$ cat config.mk
export PLATFORM = sky130hd
export DESIGN_NAME = expansion_port_arbiter_flat
export DESIGN_NICKNAME = d
export VERILOG_FILES = /design/src/rtl/expansion_port_arbiter_if.sv /design/src/rtl/expansion_port_arbiter.sv /design/src/flat_wrapper.sv
export SDC_FILE = /design/constraint.sdc
export NUM_CORES = 1
export LEC_CHECK = 0
export BUFFER_PORTS_ARGS = -buffer_cell sky130_fd_sc_hd__buf_4
export CAP_MARGIN = 20
export CORE_MARGIN = 2
export CORE_UTILIZATION = 54
export DETAILED_ROUTE_END_ITERATION = 10
export HOLD_SLACK_MARGIN = 0.03
export PLACE_DENSITY = 0.86
export SYNTH_ARGS = -nofsm -noshare
export SYNTH_HDL_FRONTEND = slang
export SYNTH_SLANG_ARGS = --single-unit
$ cat constraint.sdc
create_clock -name i_clk100 -period 4.5 [get_ports i_clk100]
set_input_delay 0.9 -clock i_clk100 [delete_from_list [all_inputs] [get_ports i_clk100]]
set_output_delay 0.9 -clock i_clk100 [all_outputs]
set_load 0.005 [all_outputs]
$ cat src/rtl/expansion_port_arbiter_if.sv
// Expansion port arbiter bundle: two requester ports plus the
// external bus pins, viewed from the arbiter (slave) or the surroundings (master).
interface expansion_port_arbiter_if;
    logic       i_cpuReq;
    logic       i_cpuWrite;
    logic [7:0] i_cpuAddr;
    logic [7:0] i_cpuWdata;
    logic       o_cpuAck;
    logic [7:0] o_cpuRdata;

    logic       i_dbgReq;
    logic       i_dbgWrite;
    logic [7:0] i_dbgAddr;
    logic [7:0] i_dbgWdata;
    logic       o_dbgAck;
    logic [7:0] o_dbgRdata;

    logic [7:0] o_ramAddress;
    logic [7:0] o_busOut;
    logic       o_busDriveEn;
    logic [7:0] i_busIn;
    logic       o_ioNCE;
    logic       o_ctrlMemRamNOE;
    logic       o_ctrlMemRamNWE;
    logic       o_busy;
    logic       o_grantDbg;

    modport slave (
        input  i_cpuReq,
        input  i_cpuWrite,
        input  i_cpuAddr,
        input  i_cpuWdata,
        output o_cpuAck,
        output o_cpuRdata,
        input  i_dbgReq,
        input  i_dbgWrite,
        input  i_dbgAddr,
        input  i_dbgWdata,
        output o_dbgAck,
        output o_dbgRdata,
        output o_ramAddress,
        output o_busOut,
        output o_busDriveEn,
        input  i_busIn,
        output o_ioNCE,
        output o_ctrlMemRamNOE,
        output o_ctrlMemRamNWE,
        output o_busy,
        output o_grantDbg
    );

    modport master (
        output i_cpuReq,
        output i_cpuWrite,
        output i_cpuAddr,
        output i_cpuWdata,
        input  o_cpuAck,
        input  o_cpuRdata,
        output i_dbgReq,
        output i_dbgWrite,
        output i_dbgAddr,
        output i_dbgWdata,
        input  o_dbgAck,
        input  o_dbgRdata,
        input  o_ramAddress,
        input  o_busOut,
        input  o_busDriveEn,
        output i_busIn,
        input  o_ioNCE,
        input  o_ctrlMemRamNOE,
        input  o_ctrlMemRamNWE,
        input  o_busy,
        input  o_grantDbg
    );
endinterface

$ cat src/rtl/expansion_port_arbiter.sv
// Round-robin arbiter sharing the expansion port between CPU and debug
// engine; each access runs setup / strobe / hold / ack with registered pins.
module expansion_port_arbiter #(
    parameter int unsigned SETUP_CYCLES  = 2,
    parameter int unsigned STROBE_CYCLES = 4,
    parameter int unsigned HOLD_CYCLES   = 1
) (
    input  logic i_clk100,
    input  logic i_resetn,
    expansion_port_arbiter_if.slave bus
);

    localparam logic [2:0] IDLE   = 3'd0;
    localparam logic [2:0] SETUP  = 3'd1;
    localparam logic [2:0] STROBE = 3'd2;
    localparam logic [2:0] HOLD   = 3'd3;
    localparam logic [2:0] ACK    = 3'd4;

    localparam logic [3:0] SETUP_LD  = 4'(SETUP_CYCLES - 1);
    localparam logic [3:0] STROBE_LD = 4'(STROBE_CYCLES - 1);
    localparam logic [3:0] HOLD_LD   = 4'(HOLD_CYCLES - 1);

    logic [2:0] state;
    logic [2:0] nextState;
    logic [3:0] phaseCnt;
    logic [3:0] nextCnt;

    logic       txWrite;
    logic       lastStrobe;
    logic [7:0] busInReg;
    logic [7:0] rdCap;
    logic [7:0] capVal;

    logic       anyReq;
    logic       winDbg;
    logic       winWrite;
    logic [7:0] winAddr;
    logic [7:0] winWdata;
    logic       wrNext;
    logic       inTx;

    // The last-grant register doubles as o_grantDbg: on a tie the
    // requester that did not own the previous transfer wins.
    always_comb begin
        anyReq = bus.i_cpuReq | bus.i_dbgReq;
        winDbg = bus.i_dbgReq & (~bus.i_cpuReq | ~bus.o_grantDbg);
        unique case (1'b1)
            winDbg: begin
                winWrite = bus.i_dbgWrite;
                winAddr  = bus.i_dbgAddr;
                winWdata = bus.i_dbgWdata;
            end
            default: begin
                winWrite = bus.i_cpuWrite;
                winAddr  = bus.i_cpuAddr;
                winWdata = bus.i_cpuWdata;
            end
        endcase
    end

    always_comb begin
        nextState = state;
        nextCnt   = phaseCnt;
        case (state)
            IDLE: begin
                if (anyReq) begin
                    nextState = SETUP;
                    nextCnt   = SETUP_LD;
                end
            end
            SETUP: begin
                if (phaseCnt == 4'd0) begin
                    nextState = STROBE;
                    nextCnt   = STROBE_LD;
                end else begin
                    nextCnt = phaseCnt - 4'd1;
                end
            end
            STROBE: begin
                if (phaseCnt == 4'd0) begin
                    nextState = HOLD;
                    nextCnt   = HOLD_LD;
                end else begin
                    nextCnt = phaseCnt - 4'd1;
                end
            end
            HOLD: begin
                if (phaseCnt == 4'd0) begin
                    nextState = ACK;
                    nextCnt   = 4'd0;
                end else begin
                    nextCnt = phaseCnt - 4'd1;
                end
            end
            ACK: begin
                nextState = IDLE;
                nextCnt   = 4'd0;
            end
            default: begin
                nextState = IDLE;
                nextCnt   = 4'd0;
            end
        endcase
    end

    // Pins are registered, so they are derived from the upcoming state.
    always_comb begin
        wrNext = (state == IDLE) ? winWrite : txWrite;
        inTx   = (nextState == SETUP) ||
                 (nextState == STROBE) ||
                 (nextState == HOLD);
        capVal = lastStrobe ? busInReg : rdCap;
    end

    always_ff @(posedge i_clk100 or negedge i_resetn) begin
        if (!i_resetn) begin
            state      <= IDLE;
            phaseCnt   <= 4'd0;
            txWrite    <= 1'b0;
            lastStrobe <= 1'b0;
            busInReg   <= 8'h00;
            rdCap      <= 8'h00;
        end else begin
            state      <= nextState;
            phaseCnt   <= nextCnt;
            busInReg   <= bus.i_busIn;
            lastStrobe <= (state == STROBE) && (phaseCnt == 4'd0);
            if (lastStrobe) begin
                rdCap <= busInReg;
            end
            if (state == IDLE && anyReq) begin
                txWrite <= winWrite;
            end
        end
    end

    always_ff @(posedge i_clk100 or negedge i_resetn) begin
        if (!i_resetn) begin
            bus.o_ioNCE         <= 1'b1;
            bus.o_ctrlMemRamNOE <= 1'b1;
            bus.o_ctrlMemRamNWE <= 1'b1;
            bus.o_busDriveEn    <= 1'b0;
            bus.o_ramAddress    <= 8'h00;
            bus.o_busOut        <= 8'h00;
            bus.o_cpuRdata      <= 8'h00;
            bus.o_dbgRdata      <= 8'h00;
            bus.o_cpuAck        <= 1'b0;
            bus.o_dbgAck        <= 1'b0;
            bus.o_busy          <= 1'b0;
            bus.o_grantDbg      <= 1'b1;
        end else begin
            if (state == IDLE && anyReq) begin
                bus.o_grantDbg   <= winDbg;
                bus.o_ramAddress <= winAddr;
                bus.o_busOut     <= winWdata;
            end
            bus.o_ioNCE         <= ~inTx;
            bus.o_ctrlMemRamNOE <= ~((nextState == STROBE) & ~wrNext);
            bus.o_ctrlMemRamNWE <= ~((nextState == STROBE) & wrNext);
            bus.o_busDriveEn    <= inTx & wrNext;
            bus.o_busy          <= (nextState != IDLE);
            bus.o_cpuAck <= (nextState == ACK) & ~bus.o_grantDbg;
            bus.o_dbgAck <= (nextState == ACK) & bus.o_grantDbg;
            if (state == HOLD && nextState == ACK && !txWrite) begin
                if (bus.o_grantDbg) begin
                    bus.o_dbgRdata <= capVal;
                end else begin
                    bus.o_cpuRdata <= capVal;
                end
            end
        end
    end

endmodule

$ cat src/flat_wrapper.sv
// flat-port wrapper written by rule: the top's interface ports become plain ports
module expansion_port_arbiter_flat 
#(
    parameter int unsigned SETUP_CYCLES  = 2,
    parameter int unsigned STROBE_CYCLES = 4,
    parameter int unsigned HOLD_CYCLES   = 1
)
  (i_clk100, i_resetn, bus_i_cpuReq, bus_i_cpuWrite, bus_i_cpuAddr, bus_i_cpuWdata, bus_o_cpuAck, bus_o_cpuRdata, bus_i_dbgReq, bus_i_dbgWrite, bus_i_dbgAddr, bus_i_dbgWdata, bus_o_dbgAck, bus_o_dbgRdata, bus_o_ramAddress, bus_o_busOut, bus_o_busDriveEn, bus_i_busIn, bus_o_ioNCE, bus_o_ctrlMemRamNOE, bus_o_ctrlMemRamNWE, bus_o_busy, bus_o_grantDbg);
  expansion_port_arbiter_if bus_i ();
  input  logic i_clk100;
  input  logic i_resetn;
  input wire logic [$bits(bus_i.i_cpuReq)-1:0] bus_i_cpuReq;
  input wire logic [$bits(bus_i.i_cpuWrite)-1:0] bus_i_cpuWrite;
  input wire logic [$bits(bus_i.i_cpuAddr)-1:0] bus_i_cpuAddr;
  input wire logic [$bits(bus_i.i_cpuWdata)-1:0] bus_i_cpuWdata;
  output wire logic [$bits(bus_i.o_cpuAck)-1:0] bus_o_cpuAck;
  output wire logic [$bits(bus_i.o_cpuRdata)-1:0] bus_o_cpuRdata;
  input wire logic [$bits(bus_i.i_dbgReq)-1:0] bus_i_dbgReq;
  input wire logic [$bits(bus_i.i_dbgWrite)-1:0] bus_i_dbgWrite;
  input wire logic [$bits(bus_i.i_dbgAddr)-1:0] bus_i_dbgAddr;
  input wire logic [$bits(bus_i.i_dbgWdata)-1:0] bus_i_dbgWdata;
  output wire logic [$bits(bus_i.o_dbgAck)-1:0] bus_o_dbgAck;
  output wire logic [$bits(bus_i.o_dbgRdata)-1:0] bus_o_dbgRdata;
  output wire logic [$bits(bus_i.o_ramAddress)-1:0] bus_o_ramAddress;
  output wire logic [$bits(bus_i.o_busOut)-1:0] bus_o_busOut;
  output wire logic [$bits(bus_i.o_busDriveEn)-1:0] bus_o_busDriveEn;
  input wire logic [$bits(bus_i.i_busIn)-1:0] bus_i_busIn;
  output wire logic [$bits(bus_i.o_ioNCE)-1:0] bus_o_ioNCE;
  output wire logic [$bits(bus_i.o_ctrlMemRamNOE)-1:0] bus_o_ctrlMemRamNOE;
  output wire logic [$bits(bus_i.o_ctrlMemRamNWE)-1:0] bus_o_ctrlMemRamNWE;
  output wire logic [$bits(bus_i.o_busy)-1:0] bus_o_busy;
  output wire logic [$bits(bus_i.o_grantDbg)-1:0] bus_o_grantDbg;
  assign bus_i.i_cpuReq = bus_i_cpuReq;
  assign bus_i.i_cpuWrite = bus_i_cpuWrite;
  assign bus_i.i_cpuAddr = bus_i_cpuAddr;
  assign bus_i.i_cpuWdata = bus_i_cpuWdata;
  assign bus_o_cpuAck = bus_i.o_cpuAck;
  assign bus_o_cpuRdata = bus_i.o_cpuRdata;
  assign bus_i.i_dbgReq = bus_i_dbgReq;
  assign bus_i.i_dbgWrite = bus_i_dbgWrite;
  assign bus_i.i_dbgAddr = bus_i_dbgAddr;
  assign bus_i.i_dbgWdata = bus_i_dbgWdata;
  assign bus_o_dbgAck = bus_i.o_dbgAck;
  assign bus_o_dbgRdata = bus_i.o_dbgRdata;
  assign bus_o_ramAddress = bus_i.o_ramAddress;
  assign bus_o_busOut = bus_i.o_busOut;
  assign bus_o_busDriveEn = bus_i.o_busDriveEn;
  assign bus_i.i_busIn = bus_i_busIn;
  assign bus_o_ioNCE = bus_i.o_ioNCE;
  assign bus_o_ctrlMemRamNOE = bus_i.o_ctrlMemRamNOE;
  assign bus_o_ctrlMemRamNWE = bus_i.o_ctrlMemRamNWE;
  assign bus_o_busy = bus_i.o_busy;
  assign bus_o_grantDbg = bus_i.o_grantDbg;
  expansion_port_arbiter #(.SETUP_CYCLES(SETUP_CYCLES), .STROBE_CYCLES(STROBE_CYCLES), .HOLD_CYCLES(HOLD_CYCLES)) u_core (.i_clk100(i_clk100), .i_resetn(i_resetn), .bus(bus_i));
endmodule
Word-level counts from Yosys, hierarchy flattened:

Index checks and enable logic that the tools add are counted.

* register bits: 65
* bits in latches: 0
* bits in writable memories: 0
* ROM bits: 0
* input port bits: 46
* output and inout port bits: 40
* logic and storage cells: 68
* memories kept: 0

* $add $sub $neg: 1
* multipliers: 0
* div/mod/pow operators: 0
* magnitude comparators: 0
* equality and inequality tests: 8
* shift operators: 0
* multiplexer cells: 14
* bitwise gates (word level): 14
* reduce and logical (&&, ||, !) cells: 13

Operators with widths (count)
* $mux 8: 3
* $eq 3x2->1 const B: 4
* $mux 3: 4
* $mux 4: 3
* $pmux 3 s4: 1
* $pmux 4 s3: 1
* $and 1x1->1: 6
* $eq 3x1->1 const B: 2
* $not 1->1: 6
* $logic_and 1x1->1: 4
* $logic_not 4->1: 1
* $reduce_and 2->1: 2
* $sub 4x1->4 const B: 1
* $eq 3x3->1 const B: 1
* $logic_not 3->1: 1
* $reduce_bool 3->1: 1
* $logic_or 1x1->1: 2
* $mux 1: 2
* $ne 2x1->1 const B: 1
* $or 1x1->1: 2
* $reduce_or 2->1: 1
* $logic_not 1->1: 1

Depth between registers and ports, before layout:

Gate-level depths: netlist of run 1.

* depth in word-level cells: 8
* depth in mapped cells: 5
* depth with buffers taken out: 3

Least setup slack after synthesis of run 1:

OpenSTA, ideal clock, no wires.

* path kind: input-to-reg
* start: input bus_i_dbgReq
* end: register u_core.bus.o_busOut[0]
* library setup time: 0.141 ns
* arrival time: 2.004 ns
* required time: 4.359 ns
* setup slack: 2.355 ns
* stages: 5
* buffers on the path: 2
* cells stage by stage: a21boi_0 -> buf_1 -> buf_2 -> mux2i_1 -> o21ai_0

* longest elaborated chain between the ends: 2
* elaborated cells between the ends (all ways): 4
* those cells by class: mux: 1; bitwise: 2; reduce/logical: 1

RTL lines
* start, declared: RTL line flat_wrapper.sv:18 `input wire logic [$bits(bus_i.i_dbgReq)-1:0] bus_i_dbgReq;`
* $and 1x1->1 or $or 1x1->1 (tied branches): RTL line expansion_port_arbiter.sv:46, expansion_port_arbiter.sv:45
* $mux 8 or $logic_and 1x1->1 (tied branches): RTL line expansion_port_arbiter.sv:47, expansion_port_arbiter.sv:152
* end signal, assigned: RTL line expansion_port_arbiter.sv:155 `bus.o_busOut <= winWdata;`
* end, declared: RTL line expansion_port_arbiter_if.sv:42 `output o_busOut,`

Parallel ways exist; a longest one is shown, timed or not.
A chain may end at the register's enable or synchronous reset.

Worst setup path in the final report of run 1:

* start: register u_core.phaseCnt[0]
* end: register u_core.bus.o_dbgRdata[1]

* longest elaborated chain between the ends: 7
* elaborated cells between the ends (all ways): 9
* those cells by class: eq/ne: 1; mux: 4; reduce/logical: 4

RTL lines
* start, declared: RTL line expansion_port_arbiter.sv:25 `logic [3:0] phaseCnt;`
* start signal, assigned: RTL line expansion_port_arbiter.sv:125 `phaseCnt <= nextCnt;`
* $logic_not 4->1 (*): RTL line expansion_port_arbiter.sv:72, expansion_port_arbiter.sv:80, expansion_port_arbiter.sv:88
* $mux 3, on equally long branches: RTL line expansion_port_arbiter.sv:88, expansion_port_arbiter.sv:72, expansion_port_arbiter.sv:80
* $pmux 3 s4 (*): RTL line expansion_port_arbiter.sv:64 `case (state)`
* $eq 3x3->1 (*): RTL line expansion_port_arbiter.sv:164 `if (state == HOLD && nextState == ACK && !txWrite) begin`
* $logic_and 1x1->1 (*) (2 in a row): RTL line expansion_port_arbiter.sv:164
* $reduce_and 2->1 (no line) (*)
* end signal, assigned: RTL line expansion_port_arbiter.sv:166 `bus.o_dbgRdata <= capVal;`
* end, declared: RTL line expansion_port_arbiter_if.sv:40 `output o_dbgRdata,`

Mark *: on every way between the ends. The rest lies on a longest branch, timed or not.

==> results of run 1 <==
==> routing by layer <==
metal | vias to the layer above | routed length (um) | GRT usage | share of wire
met5 | - | 0 | 0 | 0
met4 | 0 | 119 | 0.1232 | 0.022
met3 | 11 | 427 | 0.06098 | 0.078
met2 | 82 | 2683 | 0.3373 | 0.49
met1 | 915 | 2259 | 0.2511 | 0.41
li1 | 905 | - | - | -
==> layout make-up <==
type / count / area [sq um]
inverter: 1 / 3.754
clock buffer: 13 / 148.9
sequential: 65 / 1632
fill: 349 / 1214
multi-input combinational: 124 / 955.9
tap: 67 / 83.83
timing repair buffer: 88 / 668.1
clock inverter: 3 / 17.52
==> worst max-delay path, stage by stage (launching register included) <==
cell     delay [ns]
dfrtp_1        0.44
or4_1          0.75
nor4b_4        0.64
mux2_2         0.40
==> sequential cells by signal, indices dropped and copies added (netlist names) <==
register                    flops
u_core.bus.o_busOut             8
u_core.bus.o_cpuRdata           8
u_core.bus.o_dbgRdata           8
u_core.bus.o_ramAddress         8
u_core.busInReg                 8
u_core.rdCap                    8
u_core.phaseCnt                 4
u_core.state                    3
u_core.bus.o_busDriveEn         1
u_core.bus.o_busy               1
u_core.bus.o_cpuAck             1
u_core.bus.o_ctrlMemRamNOE      1
u_core.bus.o_ctrlMemRamNWE      1
u_core.bus.o_dbgAck             1
u_core.bus.o_grantDbg           1
u_core.bus.o_ioNCE              1
u_core.lastStrobe               1
u_core.txWrite                  1
==> final timing paths <==
path,startpoint,end,slack [ns]
setup reg to reg,u_core.phaseCnt[0]$_DFFE_PN0P_,u_core.bus.o_dbgRdata[1]$_DFFE_PN0P_,2.15
hold / removal,u_core.bus.o_cpuRdata[1]$_DFFE_PN0P_,u_core.bus.o_cpuRdata[1]$_DFFE_PN0P_,0.51
hold reg to reg,u_core.bus.o_cpuRdata[1]$_DFFE_PN0P_,u_core.bus.o_cpuRdata[1]$_DFFE_PN0P_,0.51
setup / recovery,u_core.phaseCnt[0]$_DFFE_PN0P_,u_core.bus.o_dbgRdata[1]$_DFFE_PN0P_,2.15
min in group asynchronous,i_resetn,u_core.busInReg[0]$_DFF_PN0_,0.65
max in group asynchronous,i_resetn,u_core.bus.o_busOut[6]$_DFFE_PN0P_,3.34
==> power breakdown <==
part           total, mW  internal, mW  switching [mW]  leakage [nW]
clock              0.415         0.214           0.202        0.0834
sequential         0.990         0.823           0.167         0.787
combinational      0.833         0.468           0.365         0.753
total               2.24          1.50           0.733          1.62
==> cells by family after synthesis <==
logic type      count (synthesis)  share of synthesized area
simple gates                   27                    0.06869
mux                            41                     0.1667
compound gates                 55                     0.1217
xor+xnor                        1                   0.003317
flops                          65                     0.6177
buf+inv                        13                    0.02178
==> cell usage in the layout (no fill, tap or decap), types with 2 or more instances in the layout <==
| cell type | count |
|---|---|
| clkbuf_8 | 10 |
| a21oi_1 | 3 |
| clkbuf_1 | 3 |
| a32o_1 | 2 |
| mux2_2 | 24 |
| nand2_1 | 2 |
| o21ai_0 | 38 |
| dfstp_2 | 4 |
| nor2_1 | 6 |
| nor3_1 | 5 |
| buf_4 | 87 |
| and2_1 | 3 |
| dfrtp_1 | 61 |
| mux2i_1 | 17 |
| o2bb2ai_1 | 2 |
| clkinv_2 | 2 |
| a31oi_1 | 2 |
==> metrics by stage <==
step	setup WS [ns]	util	hold slack, ns
finish	2.146	0.7430	0.5077
global route	2.000	0.7430	0.5220
CTS	2.111	0.7383	0.5110
detailed placement	1.917	0.7030	0.4973
global placement	1.999	0.7030	0.4894
floorplan	2.355	-	0.4771
==> results.sh, run 1 <==
export IMPL_rows=25
export IMPL_netlist_area_sq_um=2641
export IMPL_max_vdd_ir_drop_uv=330.8
export IMPL_powerDensity_nw_per_um2=637.7
export IMPL_grt_pass1_wl_um=8452
export IMPL_cts_sinks=65
export IMPL_io_buffers=85
export IMPL_via_count=1913
export IMPL_grt_overflow_total=0
export IMPL_h_tree_depth=3
export IMPL_routedWlPerCell_um=15.20
export IMPL_async_flop_share=1.000
export IMPL_fin_nets=335
export IMPL_placed_area_sq_um=3321
export IMPL_yosysMostFrequentCell="dfrtp_1"
export IMPL_syn_inst=202
export IMPL_dr_pass1_iters=4
export IMPL_r2r_cells=3
export IMPL_cap_violations=0
export IMPL_cts_tree="built"
export IMPL_whs_path_depth=1
export IMPL_drt_iter0_drc=104
export IMPL_synthTopCellsByCount="61 x dfrtp_1, 38 x o21ai_0, 24 x mux2_2"
export IMPL_n_antenna_cell=0
export IMPL_ys_seq_area_frac=0.6177
export IMPL_rsz0062_at_grt="false"
export IMPL_clock_root_buffer="clkbuf_8"
export IMPL_post_route_period_util=0.5231
export IMPL_clk_latency_ns=0.33
export IMPL_cts_buffers=9
export IMPL_hpwlAfterDp_um=3853
export IMPL_drt_wl_total_um=5489
export IMPL_hold_buffers=0
export IMPL_fin_area_sq_um=3510
export IMPL_ant_nets=0
export IMPL_p_leak_nw=1.623
export IMPL_die_h_um=73.94
export IMPL_hp_class="reg -> reg"
export IMPL_max_slew_margin_rel=0.4091
export IMPL_chipWidth_um=73.94
export IMPL_grt_usage=0.2094
export IMPL_clk_pin_slew_ns=0.06
export IMPL_drive_gt1_frac=0.4660
export IMPL_clk_path_buf_depth=2
export IMPL_syn_nets=248
export IMPL_hold_viol_final=0
export IMPL_place_gp_congestion=0.8745
export IMPL_ys_flop_type="dfrtp_1"
export IMPL_required_ns=4.71
export IMPL_synthDistinctLibCells=38
export IMPL_grt_max_degree=66
export IMPL_cp_start_kind="flop"
export IMPL_power_mw=2.238
export IMPL_fin_cells=361
export IMPL_synth_top_area_share=0.5779
export IMPL_cp_arrival_ns=2.56
export IMPL_synthTopCellsByArea="dfrtp_1 58%, mux2_2 10%, o21ai_0 7.2%, mux2i_1 6.4%, dfstp_2 4.0%"
export IMPL_synth_warning_count=0
export IMPL_antenna_found_initial=0
export IMPL_cts_resized=0
export IMPL_worst_pin_slew_ns=0.8795
export IMPL_setup_viol=0
export IMPL_syn_to_final_growth_pct=32.88
export IMPL_grt_pass1_vias=1888
export IMPL_path_max_fanout=10
export IMPL_drc_errors=0
export IMPL_postCtsSetupRepairBufs=0
export IMPL_finClkSkew_ns=0.007549
export IMPL_fp_dieArea_sq_um=5466
export IMPL_fmax_ghz=0.4248
export IMPL_viasPerCell=5.299
export IMPL_tns_ns=0
export IMPL_crit_type="reg -> reg"
export IMPL_end_kind="flop"
export IMPL_start_util=0.5592
export IMPL_synth_largest_area_cell="dfrtp_1"
export IMPL_drv_slew=0
export IMPL_design_portCount=86
export IMPL_post_synth_cell_area_avg_sq_um=13.08
export IMPL_fin_crit_ns=2.354
export IMPL_synth_seq_cells=65
export IMPL_synth_edf_count=0
export IMPL_status="finished, final reports clean"
export IMPL_dp_cells=343
export IMPL_core_sq_um=4723
No activity file was read; power rests on OpenSTA's default activity.
==> inputs of run 2 (changes only) <==
ABC_AREA = 1   (was default)
CORE_UTILIZATION = 45   (was 54)
PLACE_DENSITY = 0.77   (was 0.86)
clock period = 2.1 ns   (was 4.5 ns; I/O delays follow)
==> run 2 against run 1 <==
Net effect:
- routed wire length grew 12%
- total power grew 130%
- sequential share of layout area shrank 0.97 points
==> results.sh, run 2 <==
export IMPL_grt_pass1_vias=2272
export IMPL_synth_seq_cells=65
export IMPL_grt_overflow_total=0
export IMPL_fin_nets=420
export IMPL_clk_latency_ns=0.35
export IMPL_h_tree_depth=3
export IMPL_fp_dieArea_sq_um=6706
export IMPL_clock_root_buffer="clkbuf_8"
export IMPL_fillers=525
export IMPL_yosysMostFrequentCell="nand2_1"
export IMPL_ys_seq_area_frac=0.5976
export IMPL_crit_chain="nand2_1, nand2_2, inv_2, nand2_1, nand3_1, nand2_1, inv_1, nand2_1"
export IMPL_syn_inst=288
export IMPL_required_ns=2.38
export IMPL_hold_viol_final=0
export IMPL_hold_buffers=0
export IMPL_routedWlPerCell_um=13.55
export IMPL_max_slew_margin_rel=0.4769
export IMPL_drive_gt1_frac=0.3219
export IMPL_grt_pass1_wl_um=10400
export IMPL_max_vdd_ir_drop_uv=593.3
export IMPL_synth_largest_area_cell="dfrtp_1"
export IMPL_hpwlAfterDp_um=4391
export IMPL_drt_wl_total_um=6152
export IMPL_grt_max_degree=66
export IMPL_cpMostUsedCell="nand2_1"
export IMPL_viasPerCell=5.002
export IMPL_die_h_um=81.89
export IMPL_cts_tree="built"
export IMPL_r2r_cells=8
export IMPL_fin_util=0.6091
export IMPL_synthDistinctLibCells=24
export IMPL_io_buffers=85
export IMPL_fmax_ghz=0.5835
export IMPL_cp_start_kind="flop"
export IMPL_netlist_area_sq_um=2730
export IMPL_cp_arrival_ns=2.00
export IMPL_grt_usage=0.2060
export IMPL_async_flop_share=1.000
export IMPL_path_max_fanout=18
export IMPL_r2r_start="u_core.bus.o_grantDbg$_DFFE_PN1P_"
export IMPL_end_kind="flop"
export IMPL_slowest_delay_ns=0.66
export IMPL_fin_crit_ns=1.714
export IMPL_power_mw=5.081
export IMPL_synth_warning_count=0
export IMPL_drv_slew=0
export IMPL_core_sq_um=5886
export IMPL_start_util=0.4639
export IMPL_final_cell_mix="86 x buf_4, 81 x nand2_1, 61 x dfrtp_1, 36 x o21ai_0, 24 x nor2_1"
export IMPL_finClkSkew_ns=0.009616
export IMPL_synthTopCellsByArea="dfrtp_1 56%, nand2_1 11%, o21ai_0 6.6%, dfstp_2 3.8%, nand4_1 3.7%"
export IMPL_cts_buffers=9
export IMPL_powerDensity_nw_per_um2=1418
export IMPL_design_portCount=86
export IMPL_antenna_found_initial=0
export IMPL_via_count=2271
export IMPL_chipWidth_um=81.89
export IMPL_n_antenna_cell=0
export IMPL_synth_top_area_share=0.5591
export IMPL_crit_type="reg -> reg"
export IMPL_post_synth_cell_area_avg_sq_um=9.480
export IMPL_worst_path_max_delay_cell="dfstp_2"
export IMPL_rsz0062_at_grt="false"
export IMPL_worstReg2RegEnd="u_core.bus.o_ctrlMemRamNWE$_DFF_PN1_"
export IMPL_syn_nets=334
export IMPL_rows=28
export IMPL_p_leak_nw=1.828
export IMPL_cts_resized=0
export IMPL_mostFrequentLayoutCell="buf_4"
export IMPL_setup_viol=0
export IMPL_drc_errors=0
export IMPL_ys_flop_type="dfrtp_1"
export IMPL_syn_to_final_growth_pct=31.30
export IMPL_postCtsSetupRepairBufs=0
export IMPL_drt_iter0_drc=173
export IMPL_tns_ns=0
export IMPL_ant_nets=0
export IMPL_post_route_period_util=0.8160
export IMPL_status="finished, final reports clean"
export IMPL_clk_pin_slew_ns=0.07
export IMPL_clk_path_buf_depth=2
export IMPL_worst_pin_slew_ns=0.7846
export IMPL_cts_sinks=65
export IMPL_hp_class="in -> async"
export IMPL_synth_edf_count=0
export IMPL_rrSetupSlack_ns=0.39
export IMPL_cap_violations=0
export IMPL_synthTopCellsByCount="81 x nand2_1, 61 x dfrtp_1, 36 x o21ai_0"
export IMPL_dr_pass1_iters=4
export IMPL_place_gp_congestion=0.8361
==> run 2: cell count changes after synthesis, moves of 7 or more <==
| cell | before | now |
|---|---|---|
| clkbuf_1 | 9 | 2 |
| inv_1 | 1 | 19 |
| mux2_2 | 24 | 0 |
| mux2i_1 | 17 | 0 |
| nand2_1 | 2 | 81 |
| nand4_1 | 0 | 16 |
| nor2_1 | 6 | 24 |
| o21ai_1 | 1 | 11 |
==> run 2: through the flow <==
step	worst slack, ns	hold slack (ns)	cells	area (sq um)
finish	0.3863	0.1509	454	3585
detailed placement	0.3797	0.4692	438	3388
global route	0.2003	0.1576	454	3585
global placement	0.4076	0.4658	438	3388
CTS	0.3605	0.1608	454	3585
floorplan	0.8301	0.1244	288	2730
==> run 2: routing by layer <==
layer	track usage	up-vias	part of all wire
li1	-	1107	-
met1	0.2546	1084	0.42
met2	0.3285	67	0.50
met3	0.06703	13	0.060
met4	0.09333	0	0.026
met5	0	-	0
==> run 2: worst max path at each step <==
stage,slack (ns),start,to,cells after the start
final,0.39,u_core.bus.o_grantDbg$_DFFE_PN1P_,u_core.bus.o_ctrlMemRamNWE$_DFF_PN1_,8
after global routing,0.20,u_core.bus.o_grantDbg$_DFFE_PN1P_,u_core.bus.o_ctrlMemRamNWE$_DFF_PN1_,8
after CTS,0.36,u_core.bus.o_grantDbg$_DFFE_PN1P_,u_core.bus.o_ctrlMemRamNWE$_DFF_PN1_,8
after detailed placement,0.38,u_core.bus.o_grantDbg$_DFFE_PN1P_,u_core.bus.o_ctrlMemRamNWE$_DFF_PN1_,8
after global placement,0.41,u_core.bus.o_grantDbg$_DFFE_PN1P_,u_core.bus.o_busDriveEn$_DFF_PN0_,7
after floorplan,0.83,u_core.bus.o_grantDbg$_DFFE_PN1P_,u_core.bus.o_busOut[0]$_DFFE_PN0P_,6
==> run 2: worst max-delay path: cells and delay by family (launching register included) <==
| family | cells | cell delay (ns) |
|---|---|---|
| AND/OR/NAND/NOR | 6 | 0.74 |
| buffers and inverters | 2 | 0.25 |
| flip-flops | 1 | 0.66 |
==> run 2: logic make-up after synthesis <==
kind of cell,Yosys count,share of synthesized area
compound gates,48,0.08891
simple gates,142,0.2516
flops,65,0.5976
xor+xnor,1,0.003209
buf+inv,32,0.05866
==> run 2: report_power, final <==
group,switching [mW],total [mW],internal (mW)
Clock,0.467,1.04,0.576
Combinational,1.09,1.94,0.848
Sequential,0.326,2.10,1.77
Total,1.89,5.08,3.20
==> run 2: final cells by class <==
class | instances | area [sq um] | share of cell area
clock buffers | 11 | 141.4 | 0.03944
clock inverters | 5 | 55.05 | 0.01536
inverters | 21 | 78.83 | 0.02199
multi-input cells | 191 | 938.4 | 0.2618
flip-flops and latches | 65 | 1632 | 0.4551
well taps | 75 | 93.84 | 0.02618
repair buffers | 86 | 645.6 | 0.1801
==> inputs of run 3 (changes only) <==
ABC_AREA = 0   (was 1)
CORE_UTILIZATION = 50   (was 45)
PLACE_DENSITY = 0.81   (was 0.77)
clock period = 1.7 ns   (was 2.1 ns; I/O delays follow)
==> run 3 against run 2 <==
Net effect:
- the flow now finishes with violations (setup timing)
- utilization increased by 12 points
- sequential share of layout area decreased by 1.8 points
- worst setup slack got worse by 0.50 ns
- fmax decreased by 5.7%
- hold slack got worse by 0.032 ns
- die area decreased by 12%
- first-iteration DRC count decreased by 40%
- largest cell class unchanged
- highest routed layer unchanged
==> results.sh, run 3 (synthesized netlist as in run 1, its figures left out) <==
export IMPL_placed_area_sq_um=3501
export IMPL_rows=26
export IMPL_h_tree_depth=3
export IMPL_start_util=0.5171
export IMPL_status="complete, but fails checks"
export IMPL_rrSetupSlack_ns=-0.12
export IMPL_grt_usage=0.2115
export IMPL_routedWlPerCell_um=15.51
export IMPL_end_kind="flop"
export IMPL_drc_errors=0
export IMPL_cap_violations=0
export IMPL_wl_met3_um=349
export IMPL_io_buffers=85
export IMPL_critPathLaunch="u_core.phaseCnt[3]$_DFFE_PN0P_"
export IMPL_drt_wl_total_um=5908
export IMPL_wl_met1_um=2453
export IMPL_drt_iter0_drc=103
export IMPL_hpwlAfterDp_um=4338
export IMPL_clk_path_buf_depth=2
export IMPL_final_cell_mix="99 x buf_4, 61 x dfrtp_1, 38 x o21ai_0, 17 x mux2i_1, 15 x mux2_2"
export IMPL_viasPerCell=5.168
export IMPL_fmax_ghz=0.5501
export IMPL_drive_gt1_frac=0.5080
export IMPL_tns_ns=-1.190
export IMPL_mostFrequentLayoutCell="buf_4"
export IMPL_cts_sinks=65
export IMPL_post_route_period_util=1.069
export IMPL_grt_pass1_wl_um=9756
export IMPL_ant_nets=0
export IMPL_routed_top_layer="met4"
export IMPL_design_portCount=86
export IMPL_clk_pin_slew_ns=0.07
export IMPL_required_ns=1.91
export IMPL_via_count=1969
export IMPL_fin_crit_ns=1.818
export IMPL_hp_class="in -> reg"
export IMPL_grt_max_degree=34
export IMPL_violations="setup timing"
export IMPL_seq_area_sq_um=1632
export IMPL_critPathCapture="u_core.bus.o_dbgRdata[4]$_DFFE_PN0P_"
export IMPL_path_max_fanout=8
export IMPL_r2r_start="u_core.phaseCnt[3]$_DFFE_PN0P_"
export IMPL_hold_viol_final=0
export IMPL_cp_arrival_ns=2.03
export IMPL_worstReg2RegEnd="u_core.bus.o_dbgRdata[4]$_DFFE_PN0P_"
export IMPL_max_vdd_ir_drop_uv=738.5
export IMPL_fin_nets=352
export IMPL_n_antenna_cell=0
export IMPL_min_from="bus_i_busIn[4]"
export IMPL_max_slew_margin_rel=0.6624
export IMPL_place_gp_congestion=0.8001
export IMPL_chipWidth_um=76.68
export IMPL_clk_latency_ns=0.32
export IMPL_clock_root_buffer="clkbuf_8"
export IMPL_cp_start_kind="flop"
export IMPL_drv_slew=0
export IMPL_crit_type="reg -> reg"
export IMPL_timing_final_ws_setup_ns=-0.1179
export IMPL_cts_tree="built"
export IMPL_multi_input_area_sq_um=998.5
export IMPL_setup_viol=17
export IMPL_worst_pin_slew_ns=0.5031
export IMPL_syn_to_final_growth_pct=41.21
export IMPL_r2r_cells=4
export IMPL_antenna_found_initial=0
export IMPL_die_h_um=76.68
export IMPL_fin_area_sq_um=3730
export IMPL_rsz0062_at_grt="true"
export IMPL_p_leak_nw=1.755
export IMPL_finClkSkew_ns=0.005664
export IMPL_dr_pass1_iters=4
export IMPL_wl_met2_um=2998
export IMPL_powerDensity_nw_per_um2=1703
export IMPL_grt_overflow_total=0
export IMPL_fillers=349
export IMPL_cts_buffers=9
export IMPL_fp_dieArea_sq_um=5880
export IMPL_core_sq_um=5107
export IMPL_grt_pass1_vias=2058
run 3: cell types whose count changed in the layout (fill, tap and decap cells not counted), moves of 4 or more:
cell     before  now
nor2_4        4    0
buf_4        86   99
nor2_1       24    6
nand2_1      81    2
mux2i_1       0   17
mux2_2        0   15
inv_1        19    1
mux2_4        0    9
nand4_1      16    0
o21ai_1      11    1
run 3: where the power goes:
group,switching (mW),total (mW),internal [mW],leakage [nW]
clock,0.557,1.16,0.600,0.0911
sequential,0.372,2.55,2.18,0.787
combinational,1.13,2.64,1.51,0.876
total,2.06,6.35,4.29,1.75
run 3: worst max-delay path, stage by stage, from the launching register on:
cell and delay (ns):
dfrtp_1 0.37, or4_4 0.58, nor4b_4 0.24, buf_6 0.18, mux2_2 0.33
run 3: stage by stage:
stage,utilization,power [mW],setup slack (ns),hold WS (ns),instances
final,0.7303,6.350,-0.1179,0.1190,381
after detailed placement,0.6854,5.161,-0.2708,0.3059,364
after global placement,0.6832,5.012,-0.2173,0.3073,363
after global routing,0.7303,6.769,-0.1959,0.1024,381
after floorplan,-,3.832,-0.3398,0.04441,202
after CTS,0.7303,6.412,-0.1324,0.1025,381
run 3: cell type report:
class / count / share of cell area
clock buffers: 11 / 0.04059
clock inverters: 5 / 0.008051
inverters: 1 / 0.001006
multi-input cells: 124 / 0.2677
flip-flops and latches: 65 / 0.4374
well taps: 70 / 0.02348
repair buffers: 105 / 0.2217
run 3: layer usage:
| layer | vias up | track usage |
|---|---|---|
| met3 | 11 | 0.04941 |
| met5 | - | 0 |
| met4 | 0 | 0.09455 |
| li1 | 939 | - |
| met2 | 79 | 0.3553 |
| met1 | 940 | 0.2608 |
run 3: how the worst min path moves through the flow:
stage,endpoint,slack (ns),depth (start not counted)
6_report,u_core.busInReg[4]$_DFF_PN0_,0.12,1
5_1_grt,u_core.busInReg[5]$_DFF_PN0_,0.10,1
3_3_place_gp,u_core.busInReg[0]$_DFF_PN0_,0.31,1
2_1_floorplan,u_core.bus.o_busDriveEn$_DFF_PN0_,0.04,0
4_1_cts,u_core.busInReg[5]$_DFF_PN0_,0.10,1
3_5_place_dp,u_core.rdCap[0]$_DFF_PN0_,0.31,1
run 3: repair_timing:
| item | in CTS | in global routing |
|---|---|---|
| pin swaps | 3 | 0 |
| hold buffers | 1 | 0 |
| resized for setup | 10 | 0 |
| setup buffers | 0 | 0 |
| endpoints found under the setup margin | 17 | 17 |
| endpoints found under the hold margin | 28 | 0 |
